<file path="config.mk">
export PLATFORM = sky130hd
export DESIGN_NAME = yutorina_ctrl_stage
export DESIGN_NICKNAME = d
export VERILOG_FILES = /design/src/rtl/yutorina_ctrl_stage_pkg.sv /design/src/rtl/yutorina_spr_file.sv /design/src/rtl/yutorina_ctrl_stage.sv
export SDC_FILE = /design/constraint.sdc
export NUM_CORES = 1
export LEC_CHECK = 0
export CAP_MARGIN = 20
export CORE_MARGIN = 2
export CORE_UTILIZATION = 35
export DETAILED_ROUTE_END_ITERATION = 8
export GPL_ROUTABILITY_DRIVEN = 0
export PLACE_DENSITY = 0.71
export SLEW_MARGIN = 20
export SYNTH_ARGS = -nofsm -noshare
export SYNTH_HDL_FRONTEND = slang
export SYNTH_SLANG_ARGS = --single-unit
export TNS_END_PERCENT = 50
</file>
<file path="constraint.sdc">
create_clock -name clk -period 2.2 [get_ports clk]
set_input_delay 0.44 -clock clk [delete_from_list [all_inputs] [get_ports clk]]
set_output_delay 0.44 -clock clk [all_outputs]
set_load 0.01 [all_outputs]
</file>
<file path="src/rtl/yutorina_ctrl_stage_pkg.sv">
// rtl/yutorina_ctrl_stage_pkg.sv - shared widths, codes and helpers for the control stage
//
// Purpose: bus widths, exception codes, control-op codes, SPR addresses,
//          STATUS bit positions and the control FSM state encoding.
// Ports:   none (package).
package yutorina_ctrl_stage_pkg;

  localparam int WORD_DATA_W = 32;
  localparam int WORD_ADDR_W = 30;
  localparam int GPR_ADDR_W  = 5;
  localparam int SPR_ADDR_W  = 5;
  localparam int EXP_W       = 3;
  localparam int CTRL_OP_W   = 2;

  // Exception codes
  localparam logic [EXP_W-1:0] EXP_NONE             = 3'd0;
  localparam logic [EXP_W-1:0] EXP_IRQ              = 3'd1;
  localparam logic [EXP_W-1:0] EXP_ILLEGAL          = 3'd2;
  localparam logic [EXP_W-1:0] EXP_TRAP             = 3'd3;
  localparam logic [EXP_W-1:0] EXP_LOAD_MISS_ALIGN  = 3'd4;
  localparam logic [EXP_W-1:0] EXP_STORE_MISS_ALIGN = 3'd5;
  localparam logic [EXP_W-1:0] EXP_OVERFLOW         = 3'd6;

  // Control ops carried down from decode
  localparam logic [CTRL_OP_W-1:0] CTRL_NONE = 2'd0;
  localparam logic [CTRL_OP_W-1:0] CTRL_SSR  = 2'd1;
  localparam logic [CTRL_OP_W-1:0] CTRL_ERET = 2'd2;
  localparam logic [CTRL_OP_W-1:0] CTRL_HALT = 2'd3;

  // Special-purpose register map
  localparam logic [SPR_ADDR_W-1:0] SPR_STATUS = 5'd0;
  localparam logic [SPR_ADDR_W-1:0] SPR_EPC    = 5'd1;
  localparam logic [SPR_ADDR_W-1:0] SPR_CAUSE  = 5'd2;
  localparam logic [SPR_ADDR_W-1:0] SPR_EVEC   = 5'd3;

  localparam int STATUS_IE  = 0;
  localparam int STATUS_PIE = 1;

  typedef enum logic [1:0] {
    ST_RUN   = 2'd0,
    ST_DRAIN = 2'd1,
    ST_HALT  = 2'd2
  } ctrl_state_t;

  // Value a register at 'addr' would hold after being written with 'data':
  // only the implemented bits survive, unmapped addresses read as zero.
  function automatic logic [WORD_DATA_W-1:0] spr_mask(
    input logic [SPR_ADDR_W-1:0]  addr,
    input logic [WORD_DATA_W-1:0] data
  );
    logic [WORD_DATA_W-1:0] v;
    v = '0;
    case (addr)
      SPR_STATUS: v = {30'b0, data[STATUS_PIE], data[STATUS_IE]};
      SPR_EPC:    v = {2'b0, data[WORD_ADDR_W-1:0]};
      SPR_CAUSE:  v = {29'b0, data[EXP_W-1:0]};
      SPR_EVEC:   v = {2'b0, data[WORD_ADDR_W-1:0]};
      default:    v = '0;
    endcase
    return v;
  endfunction

endpackage

</file>
<file path="src/rtl/yutorina_spr_file.sv">
// rtl/yutorina_spr_file.sv - STATUS/EPC/CAUSE/EVEC storage with write priority and read bypass
//
// Purpose: holds the four special-purpose registers. Software writes from the
//          SSR path are applied first; exception/IRQ entry, EPC capture and
//          ERET then override only the fields they touch.
// Ports:
//   clk        in   clock
//   i_rst      in   synchronous active-high reset
//   i_wr_req   in   SSR write present this cycle (drives the read bypass)
//   i_wr_en    in   SSR write commits at this edge
//   i_w_addr   in   SSR target address
//   i_w_data   in   SSR write data
//   i_take     in   exception/IRQ entry: CAUSE<-i_cause, pie<-ie, ie<-0
//   i_cause    in   cause code for i_take
//   i_epc_we   in   EPC capture enable
//   i_epc_d    in   EPC capture value
//   i_eret     in   return from exception: ie<-pie
//   i_r_addr   in   read address
//   o_r_data   out  read data (combinational, bypassed)
//   o_ie       out  STATUS.ie
//   o_epc      out  EPC
//   o_evec     out  EVEC
module yutorina_spr_file
  import yutorina_ctrl_stage_pkg::*;
(
  input  logic                   clk,
  input  logic                   i_rst,
  input  logic                   i_wr_req,
  input  logic                   i_wr_en,
  input  logic [SPR_ADDR_W-1:0]  i_w_addr,
  input  logic [WORD_DATA_W-1:0] i_w_data,
  input  logic                   i_take,
  input  logic [EXP_W-1:0]       i_cause,
  input  logic                   i_epc_we,
  input  logic [WORD_ADDR_W-1:0] i_epc_d,
  input  logic                   i_eret,
  input  logic [SPR_ADDR_W-1:0]  i_r_addr,
  output logic [WORD_DATA_W-1:0] o_r_data,
  output logic                   o_ie,
  output logic [WORD_ADDR_W-1:0] o_epc,
  output logic [WORD_ADDR_W-1:0] o_evec
);

  logic                   r_ie;
  logic                   r_pie;
  logic [WORD_ADDR_W-1:0] r_epc;
  logic [EXP_W-1:0]       r_cause;
  logic [WORD_ADDR_W-1:0] r_evec;

  // Later assignments in this block win, so the SSR write is applied first and
  // the hardware-event updates overwrite just the fields they own.
  always_ff @(posedge clk) begin
    if (i_rst) begin
      r_ie    <= 1'b0;
      r_pie   <= 1'b0;
      r_epc   <= '0;
      r_cause <= '0;
      r_evec  <= '0;
    end else begin
      if (i_wr_en) begin
        case (i_w_addr)
          SPR_STATUS: begin
            r_ie  <= i_w_data[STATUS_IE];
            r_pie <= i_w_data[STATUS_PIE];
          end
          SPR_EPC:   r_epc   <= i_w_data[WORD_ADDR_W-1:0];
          SPR_CAUSE: r_cause <= i_w_data[EXP_W-1:0];
          SPR_EVEC:  r_evec  <= i_w_data[WORD_ADDR_W-1:0];
          default:   ;
        endcase
      end
      if (i_epc_we) begin
        r_epc <= i_epc_d;
      end
      if (i_take) begin
        r_cause <= i_cause;
        r_pie   <= r_ie;
        r_ie    <= 1'b0;
      end
      if (i_eret) begin
        r_ie <= r_pie;
      end
    end
  end

  always_comb begin
    o_r_data = '0;
    if (i_wr_req && (i_r_addr == i_w_addr)) begin
      o_r_data = spr_mask(i_w_addr, i_w_data);
    end else begin
      case (i_r_addr)
        SPR_STATUS: o_r_data = {30'b0, r_pie, r_ie};
        SPR_EPC:    o_r_data = {2'b0, r_epc};
        SPR_CAUSE:  o_r_data = {29'b0, r_cause};
        SPR_EVEC:   o_r_data = {2'b0, r_evec};
        default:    o_r_data = '0;
      endcase
    end
  end

  assign o_ie   = r_ie;
  assign o_epc  = r_epc;
  assign o_evec = r_evec;

endmodule

</file>
<file path="src/rtl/yutorina_ctrl_stage.sv">
// rtl/yutorina_ctrl_stage.sv - retire stage: GPR write-back, SPRs, exceptions, IRQ, ERET, HALT
//
// Purpose: retires instructions from MEM, decides exception/IRQ/ERET/HALT
//          redirects, owns the RUN/DRAIN/HALT control FSM and the SPR file.
// Ports:
//   clk, rst                          clock, synchronous active-high reset
//   stall                             global stall (freezes state, masks side effects)
//   mem_en_                           instruction valid (active low)
//   mem_pc                            successor PC, or faulting PC on exception
//   mem_w_addr, mem_gpr_we_, mem_out  GPR write request
//   mem_exp_code, mem_ctrl_op         exception code, control op
//   spr_w_addr, spr_we_, spr_w_data   SPR write from the owning SSR
//   irq                               level-sensitive interrupt
//   spr_r_addr, spr_r_data            decode-side SPR read
//   gpr_we_, gpr_w_addr, gpr_w_data   GPR write port
//   flush, new_pc                     pipeline kill and redirect target
//   halted                            core is halted
module yutorina_ctrl_stage
  import yutorina_ctrl_stage_pkg::*;
(
  input  logic                   clk,
  input  logic                   rst,
  input  logic                   stall,
  input  logic                   mem_en_,
  input  logic [WORD_ADDR_W-1:0] mem_pc,
  input  logic [GPR_ADDR_W-1:0]  mem_w_addr,
  input  logic                   mem_gpr_we_,
  input  logic [WORD_DATA_W-1:0] mem_out,
  input  logic [EXP_W-1:0]       mem_exp_code,
  input  logic [CTRL_OP_W-1:0]   mem_ctrl_op,
  input  logic [SPR_ADDR_W-1:0]  spr_w_addr,
  input  logic                   spr_we_,
  input  logic [WORD_DATA_W-1:0] spr_w_data,
  input  logic                   irq,
  input  logic [SPR_ADDR_W-1:0]  spr_r_addr,
  output logic [WORD_DATA_W-1:0] spr_r_data,
  output logic                   gpr_we_,
  output logic [GPR_ADDR_W-1:0]  gpr_w_addr,
  output logic [WORD_DATA_W-1:0] gpr_w_data,
  output logic                   flush,
  output logic [WORD_ADDR_W-1:0] new_pc,
  output logic                   halted
);

  ctrl_state_t r_state;
  logic        r_halted;

  logic                   w_ie;
  logic [WORD_ADDR_W-1:0] w_epc;
  logic [WORD_ADDR_W-1:0] w_evec;

  logic             w_live;
  logic             w_run_valid;
  logic             w_exc;
  logic             w_irq_run;
  logic             w_eret;
  logic             w_halt;
  logic             w_halt_irq;
  logic             w_take;
  logic             w_epc_we;
  logic             w_spr_req;
  logic [EXP_W-1:0] w_cause;

  // Event decode in priority order. Every event is qualified by !stall so a
  // stalled instruction has no visible effect and is simply re-evaluated.
  always_comb begin
    w_live      = !rst && !stall;
    w_run_valid = w_live && (r_state == ST_RUN) && !mem_en_;
    w_exc       = w_run_valid && (mem_exp_code != EXP_NONE);
    w_irq_run   = w_run_valid && !w_exc && irq && w_ie;
    w_eret      = w_run_valid && !w_exc && !w_irq_run && (mem_ctrl_op == CTRL_ERET);
    w_halt      = w_run_valid && !w_exc && !w_irq_run && (mem_ctrl_op == CTRL_HALT);
    w_halt_irq  = w_live && (r_state == ST_HALT) && irq && w_ie;
    w_take      = w_exc || w_irq_run || w_halt_irq;
    // Waking from HALT keeps the resume PC captured when HALT retired.
    w_epc_we    = w_exc || w_irq_run || w_halt;
    w_cause     = w_exc ? mem_exp_code : EXP_IRQ;
    // SSR write (and its read bypass) exists in RUN whether or not stalled;
    // the commit itself is additionally gated by stall.
    w_spr_req   = !rst && (r_state == ST_RUN) && !spr_we_;
  end

  always_comb begin
    new_pc = '0;
    if (w_take) begin
      new_pc = w_evec;
    end else if (w_eret) begin
      new_pc = w_epc;
    end else if (w_halt) begin
      new_pc = mem_pc;
    end
  end

  // A faulting instruction never writes its GPR; an IRQ-interrupted one does.
  assign gpr_we_    = !(w_run_valid && !w_exc && !mem_gpr_we_);
  assign gpr_w_addr = mem_w_addr;
  assign gpr_w_data = mem_out;
  assign flush      = w_take || w_eret || w_halt;
  assign halted     = r_halted && !rst;

  always_ff @(posedge clk) begin
    if (rst) begin
      r_state  <= ST_RUN;
      r_halted <= 1'b0;
    end else if (!stall) begin
      case (r_state)
        ST_RUN: begin
          if (w_exc || w_irq_run || w_eret) begin
            r_state <= ST_DRAIN;
          end else if (w_halt) begin
            r_state  <= ST_HALT;
            r_halted <= 1'b1;
          end
        end
        // MEM still shows the flushed instruction here, so one cycle is skipped.
        ST_DRAIN: begin
          r_state <= ST_RUN;
        end
        ST_HALT: begin
          if (w_halt_irq) begin
            r_state  <= ST_DRAIN;
            r_halted <= 1'b0;
          end
        end
        default: begin
          r_state  <= ST_RUN;
          r_halted <= 1'b0;
        end
      endcase
    end
  end

  yutorina_spr_file u_spr_file (
    .clk      (clk),
    .i_rst    (rst),
    .i_wr_req (w_spr_req),
    .i_wr_en  (w_spr_req && !stall),
    .i_w_addr (spr_w_addr),
    .i_w_data (spr_w_data),
    .i_take   (w_take),
    .i_cause  (w_cause),
    .i_epc_we (w_epc_we),
    .i_epc_d  (mem_pc),
    .i_eret   (w_eret),
    .i_r_addr (spr_r_addr),
    .o_r_data (spr_r_data),
    .o_ie     (w_ie),
    .o_epc    (w_epc),
    .o_evec   (w_evec)
  );

endmodule

</file>
; Yosys cells after proc, flatten, opt, wreduce, memory -nomap -nowiden
; Index checks and enable logic that the tools add are counted.
[word_totals]
regBits = 68
out_inout_bits = 102
[classes]
mux = 28
reduce_logical = 52
bitwise_logic = 2
n_eq_ne = 15
[op_table]
columns = cell, count
row1 = $mux 30, 6
row2 = $pmux 30 s4, 1
row3 = $pmux 30 s3, 1
row4 = $mux 32, 1
row5 = $eq 5x2->1 const B, 4
row6 = $logic_and 1x1->1, 19
row7 = $mux 3, 4
row8 = $eq 5x1->1 const B, 2
row9 = $logic_not 5->1, 2
row10 = $mux 1, 10
row11 = $reduce_and 2->1, 5
row12 = $reduce_bool 2->1, 5
row13 = $reduce_bool 3->1, 3
row14 = $logic_not 1->1, 8
row15 = $eq 2x2->1 const B, 3
row16 = $logic_or 1x1->1, 6
row17 = $mux 2, 3
row18 = $ne 2x2->1 const B, 3
row19 = $eq 5x5->1, 1
row20 = $reduce_and 5->1, 1
row21 = $pmux 2 s2, 1
row22 = $ne 3x2->1 const B, 1
row23 = $pmux 1 s3, 1
row24 = $reduce_and 3->1, 1
row25 = other kinds (4), 5

; Depth between registers and ports, before layout
; Gate-level depths: netlist of run 1.
[depth]
depth_word = 15
ltp_mapped = 7
ltp_nobuf = 4

; By module
; A second synthesis of run 1 with hierarchy kept.
[hier_totals]
cells_unflattened = 605
hier_area_um2 = 5031.1
[by_module_without_submodules]
columns = mod, cells_each, instances, area_per_inst_um2
row1 = yutorina_spr_file, 424, 1, 3799.9
row2 = yutorina_ctrl_stage, 181, 1, 1231.2

; Least setup slack after synthesis of run 1
; No wires, ideal clock.
[synth_path]
path_kind = input to output
start = input irq
end = output new_pc[21]
path_buffers = 1
stages = 5
setup_slack_ns = 0.055
arrival_ns = 1.705
cell_sequence = a2111o_1 -> nand3_1 -> nand2_2 -> buf_4 -> a221o_1
[synth_via]
elab_chain_cells = 8
elab_cells_between_ends = 13
[synth_rtl]
columns = item, line_no
row1 = "start, declared", yutorina_ctrl_stage.sv:34  ; input logic irq,
row2 = $logic_and 1x1->1 (2 in series), yutorina_ctrl_stage.sv:70  ; w_irq_run = w_run_valid && !w_exc && irq && w_ie;
row3 = $logic_not 1->1, "yutorina_ctrl_stage.sv:71, yutorina_ctrl_stage.sv:72"
row4 = $logic_and 1x1->1, "yutorina_ctrl_stage.sv:71, yutorina_ctrl_stage.sv:72"
row5 = $logic_and 1x1->1, yutorina_ctrl_stage.sv:72  ; w_halt = w_run_valid && !w_exc && !w_irq_run && (mem_ctrl_op == CTRL_HALT);
row6 = $mux 30, yutorina_ctrl_stage.sv:89  ; end else if (w_halt) begin
row7 = $mux 30, yutorina_ctrl_stage.sv:87  ; end else if (w_eret) begin
row8 = $mux 30 (*), yutorina_ctrl_stage.sv:85  ; if (w_take) begin
row9 = "end, declared", yutorina_ctrl_stage.sv:41  ; output logic [WORD_ADDR_W-1:0] new_pc,
; Every way passes the cells marked *; elsewhere a longest branch is shown, timed or not.

; Worst setup path after layout of run 1
[layout_path]
start = input mem_exp_code[2]
end = output new_pc[19]
[layout_via]
elab_chain_cells = 12
elab_cells_between_ends = 15
[layout_rtl]
columns = item, line_no
row1 = "start, declared", yutorina_ctrl_stage.sv:29  ; input logic [EXP_W-1:0] mem_exp_code,
row2 = $reduce_bool 3->1 (*), yutorina_ctrl_stage.sv:69  ; w_exc = w_run_valid && (mem_exp_code != EXP_NONE);
row3 = $logic_and 1x1->1 (*), yutorina_ctrl_stage.sv:69
row4 = $logic_not 1->1, "yutorina_ctrl_stage.sv:70, yutorina_ctrl_stage.sv:71, yutorina_ctrl_stage.sv:72"
row5 = $logic_and 1x1->1, "yutorina_ctrl_stage.sv:70, yutorina_ctrl_stage.sv:71, yutorina_ctrl_stage.sv:72"
row6 = $logic_and 1x1->1 (2 in series), yutorina_ctrl_stage.sv:70
row7 = $logic_not 1->1, "yutorina_ctrl_stage.sv:71, yutorina_ctrl_stage.sv:72"
row8 = $logic_and 1x1->1, "yutorina_ctrl_stage.sv:71, yutorina_ctrl_stage.sv:72"
row9 = $logic_and 1x1->1, yutorina_ctrl_stage.sv:72
row10 = $mux 30, yutorina_ctrl_stage.sv:89
row11 = $mux 30, yutorina_ctrl_stage.sv:87
row12 = $mux 30 (*), yutorina_ctrl_stage.sv:85
; Marks and branches as above.

==> flow_metrics.py, run 1 <==
metrics = {
    "layout": {
        "drive_above_1_share": 0.375,
        "fin_util": 0.582,
        "n_antenna_cell": 0,
        "area_growth_pct": 61.6,
        "finalInstanceArea_um2": 7400,
        "fin_nets": 860,
        "nFillCells": 1130,
    },
    "route": {
        "top_layer_used": "met4",
        "drc_errors": 0,
        "met3_wirelength_um": 1300,
        "dr.pass1.iters": 5,
        "via_per_inst": 5.77,
        "wirelength_um": 18100,
        "wl_met1_um": 7490,
        "antenna_left": 0,
        "vias": 5284,
        "wl_per_cell_um": 19.7,
        "drtIter0Drc": 427,
        "wl_met2_um": 8780,
    },
    "placed_design": {
        "place_area_um2": 6300,
        "pre_cts_slack_ns": -1.04,
        "io_buffers": 144,
        "dp_hpwl_um": 11300,
    },
    "logic_synthesis": {
        "yosysMostFrequentCell": "nand2_1",
        "synth_compound_area_frac": 0.299,
        "synth.area.mux_share": 0.0197,
        "yosysTopAreaCell": "dfxtp_1",
        "synth_top_family_by_area": "compound AO/OA/AOI/OAI gates",
        "synth_edf_count": 0,
        "synth_top_area_share": 0.297,
        "syn_area_per_cell_um2": 8.05,
        "synth_area_um2": 4580,
        "synth_xor_area_frac": 0.00956,
        "synthAdderAreaFrac": 0,
        "ys_ff_latch": 68,
        "synth.distinct_cells": 51,
        "ys_top_cells_by_count": "nand2_1, dfxtp_1, buf_4",
        "syn-instance-count": 569,
        "async_reset_ff_frac": 0,
        "ys_top_cells_by_area": "dfxtp_1, nand2_1, buf_4",
        "synth_seq_area_share": 0.297,
        "synthFlopType": "dfxtp_1",
        "yosys.area_share.simple": 0.245,
        "yosysWarnings": 0,
    },
    "global_route": {
        "grt_pass1_vias": 5327,
        "grt_max_degree": 45,
        "grt-ovfl-total": 0,
        "antenna_found_initial": 0,
        "grt_pass1_wl_um": 27600,
        "track_usage": 0.241,
    },
    "floorplanning": {
        "core_um2": 12700,
        "die_h_um": 118,
        "ios": 223,
        "die_area_um2": 14000,
        "rows": 41,
        "fp.dieW_um": 118,
        "start_util": 0.360,
    },
    "worst_setup_path": {
        "cp_cell_sequence": "clkdlybuf4s15_1 -> a2111o_1 -> nand4b_4 -> buf_12 -> buf_16 -> nor3b_4 -> a221o_1 -> buf_2",
        "criticalPathCategory": "input port to primary output",
        "crit_slowest_cell": "a2111o_1",
        "r2r_start": "u_spr_file.o_ie",
        "cp.buffers_inverters": 4,
        "crit_path_start": "mem_exp_code[2]",
        "crit_arrival_ns": 2.15,
        "cp_max_fo": 7,
        "critical-path-top-delay-family": "buffers and inverters",
        "endpoint_kind": "primary output",
        "crit_path_start_kind": "input port",
        "cpPeakStageDelay_ns": 0.46,
        "required_ns": 1.76,
    },
    "job": {
        "maxCapViolations": 0,
    },
    "timing": {
        "skew_ns": 0.00595,
        "slew_viol_final": 0,
        "fin_crit_ns": 2.59,
        "fin_crit_sh": 1.18,
        "grt_setup_unrepaired": "yes",
        "setup_viol": 63,
        "fmax_mhz": 386,
        "hold_viol": 0,
        "holdWs_ns": 0.479,
        "finalWorstSetupSlack_ns": -0.389,
    },
    "clocking": {
        "cts_tree": "done",
        "clk_pin_slew_ns": 0.06,
        "cts_sinks": 68,
        "clockBufferDepth": 2,
        "clock_latency_ns": 0.32,
        "clockRootBuffer": "clkbuf_16",
        "cts.htree.levels": 3,
        "cts_buffers": 9,
        "cts_hold_buffers": 0,
    },
    "min_path": {
        "hold_path_class": "register to register",
        "hp-start": "u_spr_file.o_evec[29]",
    },
    "outcome": {
        "status": "finished with violations",
        "violations": "negative setup slack",
    },
    "pwr": {
        "ir_drop_mv": 0.335,
        "p_per_area_nw_per_um2": 452,
        "p_leak_nw": 2.79,
        "fin_total_pwr_w": 0.00334,
    },
}
final cells by class:
type / instances / area [um2] / area share
Clock inverter: 5 / 58.8 / 0.00794
Tap cell: 172 / 215 / 0.0291
Inverter: 5 / 18.8 / 0.00254
Clock buffer: 11 / 253 / 0.0341
Multi-Input combinational cell: 409 / 3140 / 0.424
Timing Repair Buffer: 246 / 2350 / 0.317
Sequential cell: 68 / 1370 / 0.185
cells by family after synthesis:
group	after synthesis
AO/OA/AOI/OAI	169
XOR/XNOR	5
buffers and inverters	93
flip-flops	68
multiplexers	9
other	1
AND/OR/NAND/NOR	224
registers in the layout (all words and copies together), names as in the netlist:
signal and flops:
r_halted 1, r_state 2, u_spr_file.o_epc 30, u_spr_file.o_evec 30
u_spr_file.o_ie 1, u_spr_file.r_cause 3, u_spr_file.r_pie 1
layer usage:
metal	track usage	up-vias
met2	0.409	283
met3	0.0536	55
met4	0.0967	0
met5	0	-
met1	0.296	2535
li1	-	2411
worst reg2reg max path: stages (launching register included):
cell and delay [ns]:
dfxtp_2 0.33, a2111o_1 0.43, buf_6 0.15, buf_4 0.12, buf_4 0.13, buf_4 0.13, o211ai_4 0.22, buf_4 0.25
nor2_1 0.06, a311oi_1 0.28
where the power goes:
group / total, W / switching, W / internal, W
clock network: 0.00148 / 0.000543 / 0.000941
logic: 0.000563 / 0.000267 / 0.000296
registers: 0.00130 / 0.0000301 / 0.00127
total: 0.00334 / 0.000839 / 0.00250
metrics by stage:
stage	setup TNS (ns)	instances
2_1_floorplan	0	570
3_3_place_gp	-59.55	866
3_5_place_dp	-62.28	866
4_1_cts	-16.92	907
5_1_grt	-20.65	916
6_report	-16.53	916
worst paths after layout:
check	endpoint	slack, ns	cells past startpoint
setup / recovery	new_pc[19]	-0.39	8
hold / removal	u_spr_file.o_evec[29]	0.48	2
setup reg to reg	u_spr_file.o_epc[0]	-0.01	9
hold reg to reg	u_spr_file.o_evec[29]	0.48	2
placed cells by master, fill, tap and decap left out, types with 9 or more instances in the layout:
master and count:
dlygate4sd2_1 9, a311oi_1 29, nor3b_2 26, dfxtp_1 65, clkdlybuf4s50_1 65, nand2_1 125, buf_12 14, nor2_1 34
buf_6 33, clkbuf_16 12, a21oi_1 32, a221o_2 10, a22oi_1 29, buf_4 62, o2bb2ai_2 21, buf_2 46
mux2i_1 9, a221o_1 20
what timing repair did:
item	CTS	global route
cloned	5	3
pin swaps	26	41
buffers inserted	20	8
gates resized for setup	367	53
endpoints found under the setup margin	62	78
(Power assumes the default switching activity.)
==> run 2, diff against run 1 <==
Settings changed: CORE_MARGIN 2 to not set.
==> flow_metrics.py, run 2 (synthesis results as in run 1) <==
metrics = {
    "timing": {
        "tns_ns": -19.05,
        "grt_setup_unrepaired": "yes",
        "setup_viol": 62,
        "fmax_mhz": 377,
        "finalWorstSetupSlack_ns": -0.452,
        "fin_crit_ns": 2.65,
        "skew_ns": 0.0108,
        "hold_viol": 0,
        "slew_viol_final": 0,
        "fin_crit_sh": 1.21,
    },
    "clocking": {
        "clockRootBuffer": "clkbuf_16",
        "cts_buffers": 9,
        "clock_latency_ns": 0.33,
        "cts.htree.levels": 3,
        "cts_tree": "done",
        "clockBufferDepth": 2,
        "cts_hold_buffers": 0,
        "cts_sinks": 68,
        "clk_pin_slew_ns": 0.05,
    },
    "layout": {
        "fin_nets": 858,
        "multi_input_area_um2": 3120,
        "area_growth_pct": 63.6,
        "final_cell_mix": "nand2_1, clkdlybuf4s50_1, dfxtp_1",
        "fin_util": 0.592,
        "nFillCells": 1101,
        "final_common_cell": "nand2_1",
        "drive_above_1_share": 0.365,
        "n_antenna_cell": 0,
        "seq_area_um2": 1370,
    },
    "worst_setup_path": {
        "crit_arrival_ns": 2.21,
        "required_ns": 1.76,
        "endpoint_kind": "primary output",
        "cp_max_fo": 7,
        "criticalPathCategory": "input port to primary output",
        "crit_path_start_kind": "input port",
    },
    "global_route": {
        "grt_pass1_wl_um": 28300,
        "grt_pass1_vias": 5471,
        "grt_max_degree": 36,
        "grt-ovfl-total": 0,
        "track_usage": 0.274,
        "antenna_found_initial": 0,
    },
    "floorplanning": {
        "fp.dieW_um": 116,
        "rows": 41,
        "die_h_um": 116,
        "core_um2": 12700,
        "start_util": 0.362,
        "die_area_um2": 13600,
        "ios": 223,
    },
    "route": {
        "dr.pass1.iters": 6,
        "drtIter0Drc": 503,
        "antenna_left": 0,
        "via_per_inst": 5.96,
        "drc_errors": 0,
        "wirelength_um": 19600,
        "vias": 5448,
        "wl_per_cell_um": 21.4,
    },
    "min_path": {
        "hold_path_class": "input port to register",
    },
    "pwr": {
        "p_leak_nw": 2.84,
        "ir_drop_mv": 0.333,
        "p_per_area_nw_per_um2": 474,
    },
    "job": {
        "maxCapViolations": 0,
    },
    "placed_design": {
        "dp_hpwl_um": 11300,
        "io_buffers": 144,
    },
    "outcome": {
        "status": "finished with violations",
        "violations": "negative setup slack",
    },
}
==> run 2: cell count changes in the layout (fill, tap and decap cells not counted), sizes merged <==
cell / delta
clkdlybuf4s15: +1
bufinv: +2
clkinvlp: -1
clkinv: +1
dlygate4sd2: +4
buf: -9
clkbuf: +1
inv: -1
==> run 2: layer usage <==
metal	share of wire	up-vias	wire [um]	track usage
li1	-	2406	-	-
met1	0.39	2650	7710	0.322
met2	0.49	330	9600	0.467
met3	0.087	62	1710	0.0643
met4	0.029	0	567	0.133
met5	0	-	0	0
==> run 2: worst paths after layout <==
path                         startpoint                    end  slack, ns  cells past startpoint
setup / recovery        mem_exp_code[1]              new_pc[6]      -0.45                      9
hold / removal          mem_exp_code[2]  u_spr_file.r_cause[2]       0.46                      4
setup reg to reg        u_spr_file.o_ie   u_spr_file.o_epc[27]       0.07                      8
hold reg to reg   u_spr_file.o_evec[22]  u_spr_file.o_evec[22]       0.48                      2
==> run 2: layout make-up <==
class,count,area share
multi-input cells,409,0.417
repair buffers,244,0.323
flip-flops and latches,68,0.182
clock buffers,10,0.0319
well taps,172,0.0287
clock inverters,6,0.0149
inverters,5,0.00250
==> run 2: stage by stage <==
stage / setup slack, ns / instances / cell area (um2) / total power (W) / hold WS [ns]
after floorplan: 0.0551 / 570 / 4590 / 0.00156 / 0.445
after global placement: -0.969 / 860 / 6320 / 0.00178 / 0.456
after detailed placement: -1.02 / 860 / 6320 / 0.00179 / 0.465
after CTS: -0.469 / 906 / 7160 / 0.00352 / 0.473
after global routing: -0.531 / 914 / 7500 / 0.00365 / 0.475
final: -0.452 / 914 / 7500 / 0.00356 / 0.462
==> run 2: what timing repair did <==
item	4_1_cts	5_1_grt
setup endpoints to repair	62	68
endpoints found under the hold margin	0	0
pin swaps	17	20
buffers inserted	25	6
gates resized for setup	308	71
cloned	5	3
==> run 2: report_power, final <==
group          internal (W)  switching (W)  total (W)
sequential          0.00127      0.0000282    0.00130
combinational      0.000290       0.000271   0.000562
clock               0.00114       0.000561    0.00170
==> run 2: critical path, cell delays in order <==
cell             delay (ns)
clkdlybuf4s15_1        0.22
a2111o_1               0.42
nand4b_4               0.24
buf_12                 0.18
buf_12                 0.14
buf_12                 0.14
nor3b_1                0.17
a221o_2                0.13
buf_2                  0.12
